**config.mk**
```make
export PLATFORM = sky130hd
export DESIGN_NAME = tft_pixel_loader
export DESIGN_NICKNAME = d
export VERILOG_FILES = /design/src/rtl/tft_pixel_loader.sv
export SDC_FILE = /design/constraint.sdc
export NUM_CORES = 1
export LEC_CHECK = 0
export ABC_AREA = 1
export BUFFER_PORTS_ARGS = -buffer_cell sky130_fd_sc_hd__buf_2
export CAP_MARGIN = 30
export CORE_ASPECT_RATIO = 1.25
export CORE_MARGIN = 1.5
export CORE_UTILIZATION = 46
export DETAILED_ROUTE_END_ITERATION = 10
export GPL_TIMING_DRIVEN = 0
export PLACE_DENSITY = 0.67
export SLEW_MARGIN = 20
export SYNTH_ARGS = -nofsm -noshare
export SYNTH_HDL_FRONTEND = slang
export SYNTH_SLANG_ARGS = --single-unit
```
**constraint.sdc**
```tcl
create_clock -name clk -period 2.9 [get_ports clk]
set_input_delay 0.29 -clock clk [delete_from_list [all_inputs] [get_ports clk]]
set_output_delay 0.29 -clock clk [all_outputs]
set_load 0.05 [all_outputs]
```
**src/rtl/tft_pixel_loader.sv**
```systemverilog
// UART-to-SDRAM pixel front end: parses sync/page header, packs byte pairs into RGB565
// FIFO pushes, and walks the write address one pixel per wr_done. Option: TFT_LOADER_AUTO_FLIP_EN.
module tft_pixel_loader #(
   parameter int          H_PIXELS  = 800,
   parameter int          V_LINES   = 480,
   parameter logic [7:0]  SYNC_BYTE = 8'hA5,
   parameter int          TIMEOUT   = 5000000
) (
   input  logic        clk,
   input  logic        rst,
   input  logic [7:0]  rx_data,
   input  logic        rx_valid,
   input  logic        fifo_full,
   output logic        fifo_wr_req,
   output logic [15:0] fifo_din,
   input  logic        wr_done,
   output logic [2:0]  page_set,
   output logic [2:0]  page_show,
   output logic [8:0]  row_add_user,
   output logic [9:0]  col_add_user,
   output logic        frame_done,
   output logic        overflow,
   output logic        timeout,
   output logic        busy
);

   localparam int              TMR_W      = $clog2(TIMEOUT + 1);
   localparam logic [TMR_W-1:0] TMR_LAST  = TMR_W'(TIMEOUT - 1);
   localparam logic [18:0]     FRAME_PIX  = 19'(H_PIXELS * V_LINES);
   localparam logic [9:0]      COL_LAST   = 10'(H_PIXELS - 1);
   localparam logic [8:0]      ROW_LAST   = 9'(V_LINES - 1);

   typedef enum logic [1:0] {IDLE, PAGE, HI, LO} state_t;

   state_t             state_q;
   logic [TMR_W-1:0]   timer_q;
   logic [18:0]        pix_cnt_q;
   logic [18:0]        pix_cnt_d;
   logic [18:0]        pending_q;
   logic [18:0]        pending_d;
   logic [7:0]         hi_q;
   logic               fifo_wr_req_q;
   logic [15:0]        fifo_din_q;
   logic [2:0]         page_set_q;
   logic [2:0]         page_show_q;
   logic [8:0]         row_q;
   logic [8:0]         row_d;
   logic [9:0]         col_q;
   logic [9:0]         col_d;
   logic               frame_done_q;
   logic               overflow_q;
   logic               timeout_q;
   logic               wr_acc;
   logic               last_pix;

   // A write completion with nothing outstanding is spurious and must not move the address.
   assign wr_acc    = wr_done && (pending_q != 19'd0);
   assign last_pix  = (row_q == ROW_LAST) && (col_q == COL_LAST);
   assign pix_cnt_d = pix_cnt_q + 19'd1;

   always_comb begin
      pending_d = pending_q;
      if (fifo_wr_req_q && !wr_acc)
         pending_d = pending_q + 19'd1;
      else if (!fifo_wr_req_q && wr_acc)
         pending_d = pending_q - 19'd1;
   end

   always_comb begin
      row_d = row_q;
      col_d = col_q;
      if (wr_acc) begin
         if (col_q == COL_LAST) begin
            col_d = 10'd0;
            row_d = (row_q == ROW_LAST) ? 9'd0 : row_q + 9'd1;
         end else begin
            col_d = col_q + 10'd1;
         end
      end
   end

   always_ff @(posedge clk or negedge rst) begin
      if (!rst) begin
         state_q       <= IDLE;
         timer_q       <= '0;
         pix_cnt_q     <= '0;
         pending_q     <= '0;
         hi_q          <= '0;
         fifo_wr_req_q <= 1'b0;
         fifo_din_q    <= '0;
         page_set_q    <= '0;
         page_show_q   <= '0;
         row_q         <= '0;
         col_q         <= '0;
         frame_done_q  <= 1'b0;
         overflow_q    <= 1'b0;
         timeout_q     <= 1'b0;
      end else begin
         fifo_wr_req_q <= 1'b0;
         frame_done_q  <= wr_acc && last_pix;
         pending_q     <= pending_d;
         row_q         <= row_d;
         col_q         <= col_d;
`ifdef TFT_LOADER_AUTO_FLIP_EN
         // page_set cannot change while pixels are outstanding, so this is the finished page.
         if (wr_acc && last_pix)
            page_show_q <= page_set_q;
`endif
         if (rx_valid) begin
            timer_q <= '0;
            case (state_q)
               IDLE: begin
                  if (rx_data == SYNC_BYTE && pending_q == 19'd0) begin
                     state_q    <= PAGE;
                     overflow_q <= 1'b0;
                     timeout_q  <= 1'b0;
                  end
               end
               PAGE: begin
                  page_set_q <= rx_data[2:0];
`ifndef TFT_LOADER_AUTO_FLIP_EN
                  page_show_q <= rx_data[2:0];
`endif
                  row_q     <= 9'd0;
                  col_q     <= 10'd0;
                  pix_cnt_q <= 19'd0;
                  state_q   <= HI;
               end
               HI: begin
                  hi_q    <= rx_data;
                  state_q <= LO;
               end
               default: begin
                  if (!fifo_full) begin
                     fifo_wr_req_q <= 1'b1;
                     fifo_din_q    <= {hi_q, rx_data};
                     pix_cnt_q     <= pix_cnt_d;
                     state_q       <= (pix_cnt_d == FRAME_PIX) ? IDLE : HI;
                  end else begin
                     overflow_q <= 1'b1;
                     state_q    <= IDLE;
                  end
               end
            endcase
         end else if (state_q != IDLE) begin
            if (timer_q == TMR_LAST) begin
               timer_q   <= '0;
               timeout_q <= 1'b1;
               state_q   <= IDLE;
            end else begin
               timer_q <= timer_q + TMR_W'(1);
            end
         end
      end
   end

   assign fifo_wr_req  = fifo_wr_req_q;
   assign fifo_din     = fifo_din_q;
   assign page_set     = page_set_q;
   assign page_show    = page_show_q;
   assign row_add_user = row_q;
   assign col_add_user = col_q;
   assign frame_done   = frame_done_q;
   assign overflow     = overflow_q;
   assign timeout      = timeout_q;
   assign busy         = (state_q != IDLE) || (pending_q != 19'd0);

endmodule

```
==> results.md <==
* Tmin final at 2.957 ns
* Count leader, synth: nand2_1
* HP Class: primary input to register
* Internal power at 0.005191 W
* Max cap viols at 0
* Die W at 110.3 um
* Area growth, synth to finish at 29.37%
* Synth top area share at 42.68%
* WS Path Type: register to register
* Clock transition at path regs at 0.06 ns
* Placed Instances at 1,115
* Worst-margin pin slew at 0.7076 ns
* Skew-Pair Late Insertion Delay at 0.42 ns
* Area contributors post-synth: dfrtp_1, nand2_1, inv_1, ha_1, nor2_1
* Final Hold Fails at 0
* Largest net degree at the start of global routing at 62
* Worst Hold Depth at 2
* Sw frac at 42.72%
* Crit path capture type: register
* Critical path, cell by cell: inv_1, nand4_1, nor2_4, nand2_4, nand2_4, ha_4, clkinvlp_4, buf_12, ha_4, a21oi_2, nand2_2, a21oi_2, buf_4, o21ai_4, or2_4, nand3_2, o21ai_1
* Core area at 0.01393 mm2
* Post-synth EDFFs at 0
* Initial Util at 47.55%
* PwrDens at 1057 mW/mm2
* Clock power share at 24.9%
* Run status: complete, but fails checks
* Total CTS buffers at 17
* Pre-antenna DRT Iters at 6
* Crit-path max FO at 6
* CP max stage delay at 0.41 ns
* CTS tree: done
* TNS Setup at -0.1978 ns
* Htree depth at 4
* Final slew viol count at 0
* Crit. path cell count at 17
* Clk root buf: clkbuf_16
* Place WS at -0.9203 ns
* Port bufs at 57
* Tcrit/Tclk final at 102.0%
* TritonCTS Sinks at 113
* Data arrival time of the critical path at 3.24 ns
* Io pins at 59
* # diodes at 0
* Max Root-Sink Buffers at 2
* Register bit total from synthesis at 113
* Routability cong. at 0.9453
* Final setup vio count at 7
* Total GRT Usage at 23.94%
* Post-synthesis sequential area ratio at 42.68%
* Fmax at 338.2 MHz
* Drc violations at 0
* Critical path launch point type: register
* Synth top cells by count: nand2_1, dfrtp_1, inv_1
* Post-layout nets at 1,037
* Worst vdd ir at 0.8435 mV
* Post-Syn Nets at 922
* Tot Pwr at 0.009062 W
* Bufs and invs on worst path at 4
* Comb pwr share at 48.1%
* P_sw at 0.003871 W
* Worst R2R Setup Slack at -0.06 ns
* Yosys top cell by area: dfrtp_1
* Chip height at 137.2 um
* First-pass GRT wire length at 28,010 um
* Final wirelength at 17,430 um
* Asr flop ratio synth at 100.0%
* Antenna Nets Post-Route at 0
* Worst Path Required at 3.19 ns
* Synth Area per Inst at 7.511 um2
* Die area at 0.01514 mm2
* RSZ-0062 raised after global routing: true
* Site Rows at 48
* GRT overflow at 0
* Worst setup margin at -0.05717 ns
* Syn Inst Count at 882
* WHS at 0.1446 ns
* Worst r2r path cells at 17
* Synth unique cells at 44
* DR vias/cell at 5.241
* Slew headroom at 52.83%
* Drt first-iter violations at 302
* Non-Filler Instances at 1,185
* Leak at 4.104 nW
* Most used DFF post-synth: dfrtp_1
* Syn. warnings at 0
* Half-perimeter wire length after detailed placement at 11,920 um
* Initial antenna violation count at 0
* Flop pwr share at 27.0%
* Vias in the first global route at 5,881
* CP delay by family, top: simple AND/OR/NAND/NOR gates
* Routed WL per cell at 14.71 um
* Via total after detailed routing at 6,210
* Layout cells sized above 1 at 24.36%
* Clk_skew at 0.009031 ns
* CP max-delay cell: dfrtp_1
* Mapped Area at 0.006625 mm2
* Failing checks: negative setup slack
## cell usage in the layout, fill, tap and decap left out, types with 13 or more instances in the layout
| cell type | instances |
|---|---|
| a21oi_1 | 27 |
| o22ai_1 | 13 |
| nand4_1 | 16 |
| clkbuf_16 | 17 |
| dfrtp_1 | 112 |
| inv_1 | 92 |
| o21ai_0 | 48 |
| buf_4 | 38 |
| nor3_1 | 23 |
| nand3_1 | 50 |
| nand2_2 | 15 |
| nand2_1 | 224 |
| nor2_1 | 79 |
| ha_1 | 13 |
| buf_2 | 59 |
## layout make-up
cell class | instances | area, um2
multi-input combinational | 647 | 3762
sequential | 113 | 2829
tap | 175 | 219.0
buffer | 17 | 82.58
fill | 1206 | 5363
timing repair buffer | 97 | 646.9
clock buffer | 20 | 456.7
inverter | 104 | 394.1
clock inverter | 12 | 180.2
## sequential cells by signal, indices dropped and copies added (netlist names)
name	flops
hi_q	8
pending_q	19
row_add_user	9
frame_done	1
page_show	3
timeout	1
state_q	2
timer_q	23
fifo_wr_req	1
fifo_din	16
overflow	1
col_add_user	10
pix_cnt_q	19
## power groups by stage
| stage | Clock [W] | Sequential [W] | Combinational (W) |
|---|---|---|---|
| finish | 0.00226 | 0.00244 | 0.00436 |
| floorplan | 0 | 0.00296 | 0.00207 |
| global placement | 0 | 0.00247 | 0.00330 |
| detailed placement | 0 | 0.00248 | 0.00336 |
| CTS | 0.00229 | 0.00243 | 0.00388 |
| global route | 0.00236 | 0.00250 | 0.00476 |
## through the flow
| step | utilization, % | area, um2 |
|---|---|---|
| global route | 61.51 | 8571 |
| floorplan | - | 6741 |
| detailed placement | 52.25 | 7279 |
| CTS | 59.90 | 8346 |
| global placement | 52.00 | 7246 |
| finish | 61.51 | 8571 |
## worst paths after layout
path,endpoint,from
min in group asynchronous,fifo_din[14],rst
max in group asynchronous,col_add_user[3],rst
worst min-delay path,timer_q[4],rx_valid
worst max register to register,pending_q[8],pending_q[8]
worst max-delay path,pending_q[8],pending_q[8]
worst min register to register,fifo_din[15],fifo_din[15]
## repair_timing
| item | CTS | global route |
|---|---|---|
| pin swaps | 25 | 35 |
| gates resized for setup | 44 | 46 |
| hold buffers | 1 | 0 |
| setup buffers | 26 | 13 |
| endpoints found under the hold margin | 52 | 0 |
| gates cloned | 1 | 0 |
| setup endpoints to repair | 18 | 14 |
## logic make-up after synthesis
kind of cell | count (synthesis) | synth area share [%]
AOI/OAI and AO/OA | 135 | 11.12
xor gates and xnor gates | 18 | 2.380
adders and majority gates | 27 | 5.212
buffers and inverters | 122 | 7.215
DFF | 113 | 42.68
and+or+nand+nor | 467 | 31.39
## per-layer routing
layer | routed length [um] | vias up | part of all wire (%) | global-route usage, %
met1 | 7676 | 2935 | 44 | 30.22
li1 | - | 3142 | - | -
met3 | 587 | 27 | 3.4 | 5.298
met5 | 0 | - | 0 | 0
met2 | 8886 | 106 | 51 | 41.08
met4 | 282 | 0 | 1.6 | 6.553
Power figures use the tool's default switching activity.
